**config.mk**
```make
export PLATFORM = sky130hd
export DESIGN_NAME = ground_crumble_ctrl
export DESIGN_NICKNAME = d
export VERILOG_FILES = /design/src/rtl/ground_pkg.sv /design/src/rtl/ground_tile_fsm.sv /design/src/rtl/ground_crumble_ctrl.sv
export SDC_FILE = /design/constraint.sdc
export NUM_CORES = 1
export LEC_CHECK = 0
export CAP_MARGIN = 10
export CORE_MARGIN = 10
export CORE_UTILIZATION = 51
export CTS_CLUSTER_SIZE = 30
export DETAILED_ROUTE_END_ITERATION = 7
export GPL_ROUTABILITY_DRIVEN = 0
export PLACE_DENSITY = 0.71
export SLEW_MARGIN = 20
export SYNTH_ARGS = -nofsm -noshare
export SYNTH_HDL_FRONTEND = slang
export SYNTH_SLANG_ARGS = --single-unit
```
**constraint.sdc**
```tcl
create_clock -name clk -period 6.27 [get_ports clk]
set_input_delay 0.9405 -clock clk [delete_from_list [all_inputs] [get_ports clk]]
set_output_delay 0.9405 -clock clk [all_outputs]
set_load 0.05 [all_outputs]
```
**src/rtl/ground_pkg.sv**
```systemverilog
// Shared definitions for the ground crumble sequencer: frame codes,
// per-tile state encoding and the state -> output decode helpers.
package ground_pkg;

  // Frame codes presented to the ground display / ROM-mux layer.
  localparam logic [1:0] FRAME_INTACT = 2'd0;
  localparam logic [1:0] FRAME_CRACK1 = 2'd1;
  localparam logic [1:0] FRAME_CRACK2 = 2'd2;
  localparam logic [1:0] FRAME_GONE   = 2'd3;

  // Per-tile animation state.
  typedef enum logic [2:0] {
    TILE_IDLE   = 3'd0,
    TILE_ARMED  = 3'd1,
    TILE_CRACK1 = 3'd2,
    TILE_CRACK2 = 3'd3,
    TILE_GONE   = 3'd4
  } tile_state_e;

  // Frame code shown while a tile sits in a given state.
  function automatic logic [1:0] frame_of(input tile_state_e s);
    logic [1:0] f;
    case (s)
      TILE_IDLE:   f = FRAME_INTACT;
      TILE_ARMED:  f = FRAME_INTACT;
      TILE_CRACK1: f = FRAME_CRACK1;
      TILE_CRACK2: f = FRAME_CRACK2;
      TILE_GONE:   f = FRAME_GONE;
      default:     f = FRAME_INTACT;
    endcase
    return f;
  endfunction

  // A tile stays collidable until it has fully crumbled.
  function automatic logic solid_of(input tile_state_e s);
    return (s != TILE_GONE);
  endfunction

endpackage

```
**src/rtl/ground_tile_fsm.sv**
```systemverilog
// One breakable ground tile: IDLE -> ARMED -> CRACK1 -> CRACK2 -> GONE,
// advancing on the shared frame tick. All outputs are registered and are
// decoded from the next state so they change on the same edge as the state.
module ground_tile_fsm
  import ground_pkg::*;
(
  input  logic       clk,
  input  logic       rst_n,
  input  logic       touched,
  input  logic       tick,
  input  logic       restart,
  output logic [1:0] frame,
  output logic       solid,
  output logic       gone_pulse,
  output logic       is_gone
);

  tile_state_e state_q, state_d;
  logic [1:0]  frame_q, frame_d;
  logic        solid_q, solid_d;
  logic        gone_pulse_q, gone_pulse_d;
  logic        is_gone_q, is_gone_d;

  // Next-state logic; restart overrides both tick and touch.
  always_comb begin
    state_d = state_q;
    if (restart) begin
      state_d = TILE_IDLE;
    end else begin
      case (state_q)
        // A tick arriving with the first touch is not consumed: arm only.
        TILE_IDLE:   if (touched) state_d = TILE_ARMED;
        TILE_ARMED:  if (tick)    state_d = TILE_CRACK1;
        TILE_CRACK1: if (tick)    state_d = TILE_CRACK2;
        TILE_CRACK2: if (tick)    state_d = TILE_GONE;
        TILE_GONE:                state_d = TILE_GONE;
        default:                  state_d = TILE_IDLE;
      endcase
    end
  end

  // Output decode from the next state so outputs track state transitions.
  always_comb begin
    frame_d      = frame_of(state_d);
    solid_d      = solid_of(state_d);
    gone_pulse_d = (state_q == TILE_CRACK2) && (state_d == TILE_GONE);
    is_gone_d    = (state_d == TILE_GONE);
  end

  // State and output registers.
  always_ff @(posedge clk or negedge rst_n) begin
    if (!rst_n) begin
      state_q      <= TILE_IDLE;
      frame_q      <= FRAME_INTACT;
      solid_q      <= 1'b1;
      gone_pulse_q <= 1'b0;
      is_gone_q    <= 1'b0;
    end else begin
      state_q      <= state_d;
      frame_q      <= frame_d;
      solid_q      <= solid_d;
      gone_pulse_q <= gone_pulse_d;
      is_gone_q    <= is_gone_d;
    end
  end

  assign frame      = frame_q;
  assign solid      = solid_q;
  assign gone_pulse = gone_pulse_q;
  assign is_gone    = is_gone_q;

endmodule

```
**src/rtl/ground_crumble_ctrl.sv**
```systemverilog
// Crumble animation scheduler for N breakable ground tiles: one shared,
// pausable frame-advance divider feeding one FSM per tile, plus the
// registered "every tile gone" flag.
module ground_crumble_ctrl
  import ground_pkg::*;
#(
  parameter int N_TILES     = 3,
  parameter int TICK_CYCLES = 6000000
) (
  input  logic                   clk,
  input  logic                   rst_n,
  input  logic [N_TILES-1:0]     bk_touched,
  input  logic                   restart,
  input  logic                   pause,
  output logic [2*N_TILES-1:0]   frame_sel,
  output logic [N_TILES-1:0]     solid,
  output logic [N_TILES-1:0]     gone_pulse,
  output logic                   all_gone
);

  localparam int              CNT_W    = $clog2(TICK_CYCLES);
  localparam logic [CNT_W-1:0] CNT_LAST = CNT_W'(TICK_CYCLES - 1);

  logic [CNT_W-1:0]   cnt_q, cnt_d;
  logic               tick;
  logic [N_TILES-1:0] tile_gone;
  logic               all_gone_q, all_gone_d;

  // Frame strobe: last divider count while not paused.
  always_comb begin
    tick = (cnt_q == CNT_LAST) && !pause;
  end

  // Divider next count: restart clears, pause holds, otherwise wrap at the end.
  always_comb begin
    cnt_d = cnt_q;
    if (restart) begin
      cnt_d = '0;
    end else if (!pause) begin
      if (cnt_q == CNT_LAST) cnt_d = '0;
      else                   cnt_d = cnt_q + CNT_W'(1);
    end
  end

  // Divider register.
  always_ff @(posedge clk or negedge rst_n) begin
    if (!rst_n) cnt_q <= '0;
    else        cnt_q <= cnt_d;
  end

  // One animation FSM per tile.
  for (genvar gi = 0; gi < N_TILES; gi++) begin : g_tile
    ground_tile_fsm u_tile (
      .clk        (clk),
      .rst_n      (rst_n),
      .touched    (bk_touched[gi]),
      .tick       (tick),
      .restart    (restart),
      .frame      (frame_sel[2*gi +: 2]),
      .solid      (solid[gi]),
      .gone_pulse (gone_pulse[gi]),
      .is_gone    (tile_gone[gi])
    );
  end

  // The per-tile gone flags are already registered, so this flag lags the
  // last tile entering GONE by one cycle; restart must clear it directly.
  always_comb begin
    all_gone_d = restart ? 1'b0 : (&tile_gone);
  end

  // all_gone register.
  always_ff @(posedge clk or negedge rst_n) begin
    if (!rst_n) all_gone_q <= 1'b0;
    else        all_gone_q <= all_gone_d;
  end

  assign all_gone = all_gone_q;

endmodule

```
==> results of run 1 <==
-- through the flow --
step	power, uW	std cells	util, %	instance area (um2)	setup WS [ns]
2_1_floorplan	333.0	235	-	2421	4.007
3_3_place_gp	344.5	295	55.52	2587	3.185
3_5_place_dp	344.9	295	55.52	2587	3.143
4_1_cts	565.5	303	57.83	2695	3.465
5_1_grt	583.3	303	57.88	2698	3.304
6_report	560.0	303	57.88	2698	3.433
-- cells in the mapped netlist, drive strengths merged (4+ instances only) --
library cell	count
dfrtp	45
nor4	4
xor2	14
buf	8
xnor2	4
nor3	11
nor2b	8
nand4	12
o21ai	7
inv	4
and3	8
nand2	12
nand3	14
or3b	7
nor2	24
a21oi	16
clkbuf	6
-- per-layer routing --
metal	wire [um]	part of all wire (%)	track usage, %
met5	0	0	0
met4	95	2.0	5.433
met3	236	4.9	3.373
met2	2277	48	22.47
met1	2161	45	16.54
-- critical path, cell delays in order --
cell,delay (ns)
clkdlybuf4s50_1,0.72
nor2b_1,0.12
and3_1,0.30
and3_1,0.31
or3b_2,0.48
a31oi_1,0.19
-- cell usage in the layout, fill, tap and decap left out, drive strengths merged, types with 8 or more instances in the layout --
master         count
and3               8
nand2             12
nor2b              8
nand3             14
dfrtp             45
xor2              14
a21oi             16
nor2              24
nand4             12
nor3              11
clkdlybuf4s50     18
-- path summary, 6_finish.rpt --
| check | start | to | slack [ns] |
|---|---|---|---|
| worst max-delay path | pause | g_tile[1].u_tile.frame[0]$_DFF_PN0_ | 3.43 |
| max in group asynchronous | rst_n | cnt_q[19]$_DFFE_PN0P_ | 5.22 |
| worst min register to register | g_tile[1].u_tile.is_gone$_DFF_PN0_ | all_gone$_DFF_PN0_ | 0.53 |
| min in group asynchronous | rst_n | g_tile[2].u_tile.state_q[1]$_DFF_PN0_ | 0.63 |
| worst max register to register | cnt_q[9]$_DFFE_PN0P_ | cnt_q[14]$_DFFE_PN0P_ | 3.95 |
| worst min-delay path | g_tile[1].u_tile.is_gone$_DFF_PN0_ | all_gone$_DFF_PN0_ | 0.53 |
-- kinds of logic (layout without fill, tap and decap cells) --
logic type	Yosys count	after routing	share of synthesized area, %
muxes	1	1	0.4651
xor gates and xnor gates	18	18	6.512
AOI/OAI and AO/OA	36	36	8.682
and+or+nand+nor	113	113	29.56
adders and majority gates	1	1	0.5167
DFF	48	48	49.77
buffers and inverters	18	32	4.496
-- layout make-up --
class,instances,area [um2]
clock buffer,6,72.57
clock inverter,2,35.03
fill,423,1963
inverter,4,15.01
multi-input combinational,169,1107
sequential,48,1205
tap,54,67.56
timing repair buffer,20,195.2
-- report_power, final --
part | leakage [uW] | internal, uW | switching (uW)
clock network | 0.0000552 | 118 | 103
logic | 0.000409 | 7.95 | 15.1
registers | 0.000655 | 312 | 3.63
total | 0.00112 | 438 | 122
-- state kept, by name, summed over array words and instances, names as in the netlist --
name,flops
cnt_q,23
g_tile.u_tile.state_q,9
g_tile.u_tile.frame,6
g_tile.u_tile.gone_pulse,3
g_tile.u_tile.is_gone,3
g_tile.u_tile.solid,3
all_gone,1
==> flow_summary.toml, run 1 <==
[run_status]
status = "completed"

[power_and_ir_drop]
power_leakage_uw = 0.001119
power_density_nw_per_um2 = 207.6
ir_drop_mv = 0.09892

[cts]
cts_buffers = 5
htreeDepth = 2
tritoncts = "done"
clkLatencyLatePin_ns = 0.30
clk_path_buf_depth = 2
post_cts_buffers = 0
cts_hold_buffers = 0
cts_resized = 0
cts.sinks = 48
cts_root_buffer = "clkbuf_8"
clkTransAtPathRegs_ns = 0.09

[setup_path]
cp_data_required_time_ns = 6.49
cp_max_fo = 13
start_kind = "input pin"
end_kind = "register"
critPathKind = "input pin to register"
r2r_cells = 5
crit_arrival_ns = 3.06

[timing]
rsz0062_at_grt = "false"
max-slew-margin-rel_pct = 56.10
tns_ns = 0
worstMarginPinSlew_ns = 0.6525
fmax_ghz = 0.3525
min_period_over_period_pct = 45.25
final_max_slew_viol_count = 0
fin_crit_ns = 2.837
hold_violations = 0
final-setup-viol-count = 0
finClkSkew_ns = 0.01103
holdWs_ns = 0.5270

[synth]
ys_types = 38
synth.largest_area_cell = "dfrtp_1"
syn_inst = 235
synth-edff-count = 0
synth_seq_area_share_pct = 49.77
synth_seq_cells = 48
synth_fp_nets = 243
synth_ff_type = "dfrtp_1"
netlist_area_um2 = 2421
yosysWarnings = 0
synth_top_cell_area_share_pct = 46.51
async_flop_share_pct = 100.0
synth_area_per_cell_um2 = 10.30
synth_area_leaders = "dfrtp_1, xor2_1, a21oi_1"

[global_route]
grt_pass1_wl_um = 8549
overflow = 0
grt_use_total_pct = 13.58
grt_pass1_vias = 1802
grt_max_degree = 49
antenna_found_initial = 0

[min_path]
min_path_type = "register to register"
holdPathStages = 1

[routing]
wl_per_cell_um = 15.74
drc = 0
vias = 1762
antenna_left = 0
first_pass_iters = 4
drt_iter0_markers = 122
vias_per_cell = 5.815
wirelength_um = 4770

[floorplan]
start_util_pct = 51.95
core_um2 = 4661
fp.dieH_um = 88.90
dieArea_um2 = 7903
die_x_um = 88.90
io_pins = 20
rows = 25

[cells_and_area]
layout.nets = 256
drive_gt1_share_pct = 14.46
n_antenna_cell = 0
area_growth_pct = 11.42

[flow_run]
cap_violations = 0

[placed_design]
port_buffers = 19
hpwl_um = 3210
Power figures use the tool's default switching activity.
==> run 2, diff against run 1 <==
PLACE_DENSITY = 0.74   (was 0.71)
clock period = 2.3 ns   (was 6.27 ns; I/O delays follow)
==> flow_summary.toml, run 2 (synthesis gave the netlist of run 1 again) <==
[routing]
vias = 1802
first_pass_iters = 5
wl_per_cell_um = 15.71
drc = 0
vias_per_cell = 5.794
drt_iter0_markers = 74
antenna_left = 0
wirelength_um = 4886

[cells_and_area]
stdcell_count = 311
final_common_cell = "dfrtp_1"
layout.nets = 264
fin_area_um2 = 2769
drive_gt1_share_pct = 17.51
final_core_util_pct = 59.41
regMostFlops = "cnt_q"
mostFrequentLayoutCells = "dfrtp_1, nor2_1, clkdlybuf4s50_1, a21oi_1, xor2_1"
area_growth_pct = 14.37
largest_reg_flops = 23
n_antenna_cell = 0

[cts]
clkTransAtPathRegs_ns = 0.08
post_cts_buffers = 0
clkLatencyLatePin_ns = 0.31
cts_hold_buffers = 0
cts_resized = 0
cts_buffers = 5
cts_root_buffer = "clkbuf_8"
htreeDepth = 2
cts.sinks = 48
tritoncts = "done"
clk_path_buf_depth = 2

[floorplan]
io_pins = 20
start_util_pct = 51.95
dieArea_um2 = 7903
fp.dieH_um = 88.90
die_x_um = 88.90
rows = 25
core_um2 = 4661

[setup_path]
rrSetupSlack_ns = 0.15
max_stage_delay_ns = 0.59
cp_max_fo = 11
end_kind = "register"
path_cells = "or4b_4, nor3_4, and3_1, or2_4, nor2_1"
start_kind = "register"
critPathKind = "register to register"
slowest_stage = "or4b_4"
crit_arrival_ns = 2.34
cp_data_required_time_ns = 2.49

[timing]
fin_crit_ns = 2.150
tns_ns = 0
max-slew-margin-rel_pct = 60.04
finClkSkew_ns = 0.008193
min_period_over_period_pct = 93.46
worstMarginPinSlew_ns = 0.5940
fmax_ghz = 0.4652
holdWs_ns = 0.1145
final-setup-viol-count = 0
final_max_slew_viol_count = 0
rsz0062_at_grt = "false"
hold_violations = 0

[placed_design]
dp_cells = 303
port_buffers = 19
hpwl_um = 3422
placed_area_um2 = 2648

[global_route]
grt_pass1_wl_um = 8424
grt_pass1_vias = 1760
antenna_found_initial = 0
grt_max_degree = 49
overflow = 0
grt_use_total_pct = 13.59

[power_and_ir_drop]
power_density_nw_per_um2 = 565.3
power_leakage_uw = 0.001167
ir_drop_mv = 0.3110

[run_status]
status = "completed"

[flow_run]
cap_violations = 0

[min_path]
min_path_type = "input pin to async pin"
-- run 2: cell types whose count changed in the layout (fill, tap and decap cells not counted) --
cell,previous run,this run
buf_2,0,1
buf_4,2,9
clkbuf_1,1,0
clkbuf_8,5,6
clkinv_2,1,0
clkinv_4,0,1
-- run 2: per-stage QoR --
step,setup WS [ns],power [uW]
floorplan,0.2707,907.7
global placement,0.1988,941.8
detailed placement,0.1257,942.4
CTS,0.1267,1585
global route,0.04096,1630
finish,0.1504,1565
-- run 2: layout make-up --
type                            instances  area (um2)
Multi-Input combinational cell        169        1107
Clock buffer                            6       82.58
Clock inverter                          2       38.79
Fill cell                             423        1892
Tap cell                               54       67.56
Sequential cell                        48        1205
Inverter                                4       15.01
Timing Repair Buffer                   28       252.7
-- run 2: final timing paths --
path | endpoint | cells after the start | startpoint
setup reg to reg | cnt_q[12]$_DFFE_PN0P_ | 5 | cnt_q[13]$_DFFE_PN0P_
hold reg to reg | g_tile[1].u_tile.state_q[0]$_DFF_PN0_ | 1 | g_tile[1].u_tile.state_q[2]$_DFF_PN0_
setup / recovery | cnt_q[12]$_DFFE_PN0P_ | 5 | cnt_q[13]$_DFFE_PN0P_
max in group asynchronous | cnt_q[21]$_DFFE_PN0P_ | 2 | rst_n
hold / removal | g_tile[2].u_tile.state_q[1]$_DFF_PN0_ | 2 | rst_n
min in group clk | g_tile[1].u_tile.state_q[0]$_DFF_PN0_ | 1 | g_tile[1].u_tile.state_q[2]$_DFF_PN0_
-- run 2: routing by layer --
metal	global-route usage (%)	share of wire [%]
met1	16.90	46
met2	21.34	47
met3	3.737	4.1
met4	6.461	1.9
met5	0	0
-- run 2: worst max-delay path, delay by kind of cell, from the launching register on --
family / cells / cell delay [ns]
DFF: 1 / 0.42
and+or+nand+nor: 5 / 1.61
-- run 2: power breakdown --
part	switching, uW	leakage, uW	internal [uW]
combinational	41.6	0.000451	23.3
sequential	9.86	0.000655	850
clock	286	0.0000614	355
total	337	0.00117	1230
==> run 3, diff against run 2 <==
CAP_MARGIN = unset   (was 10)
CTS_CLUSTER_SIZE = 24   (was 30)
==> results of run 3 <==
The final DEF is identical to that of run 2; final timing and power are the same.
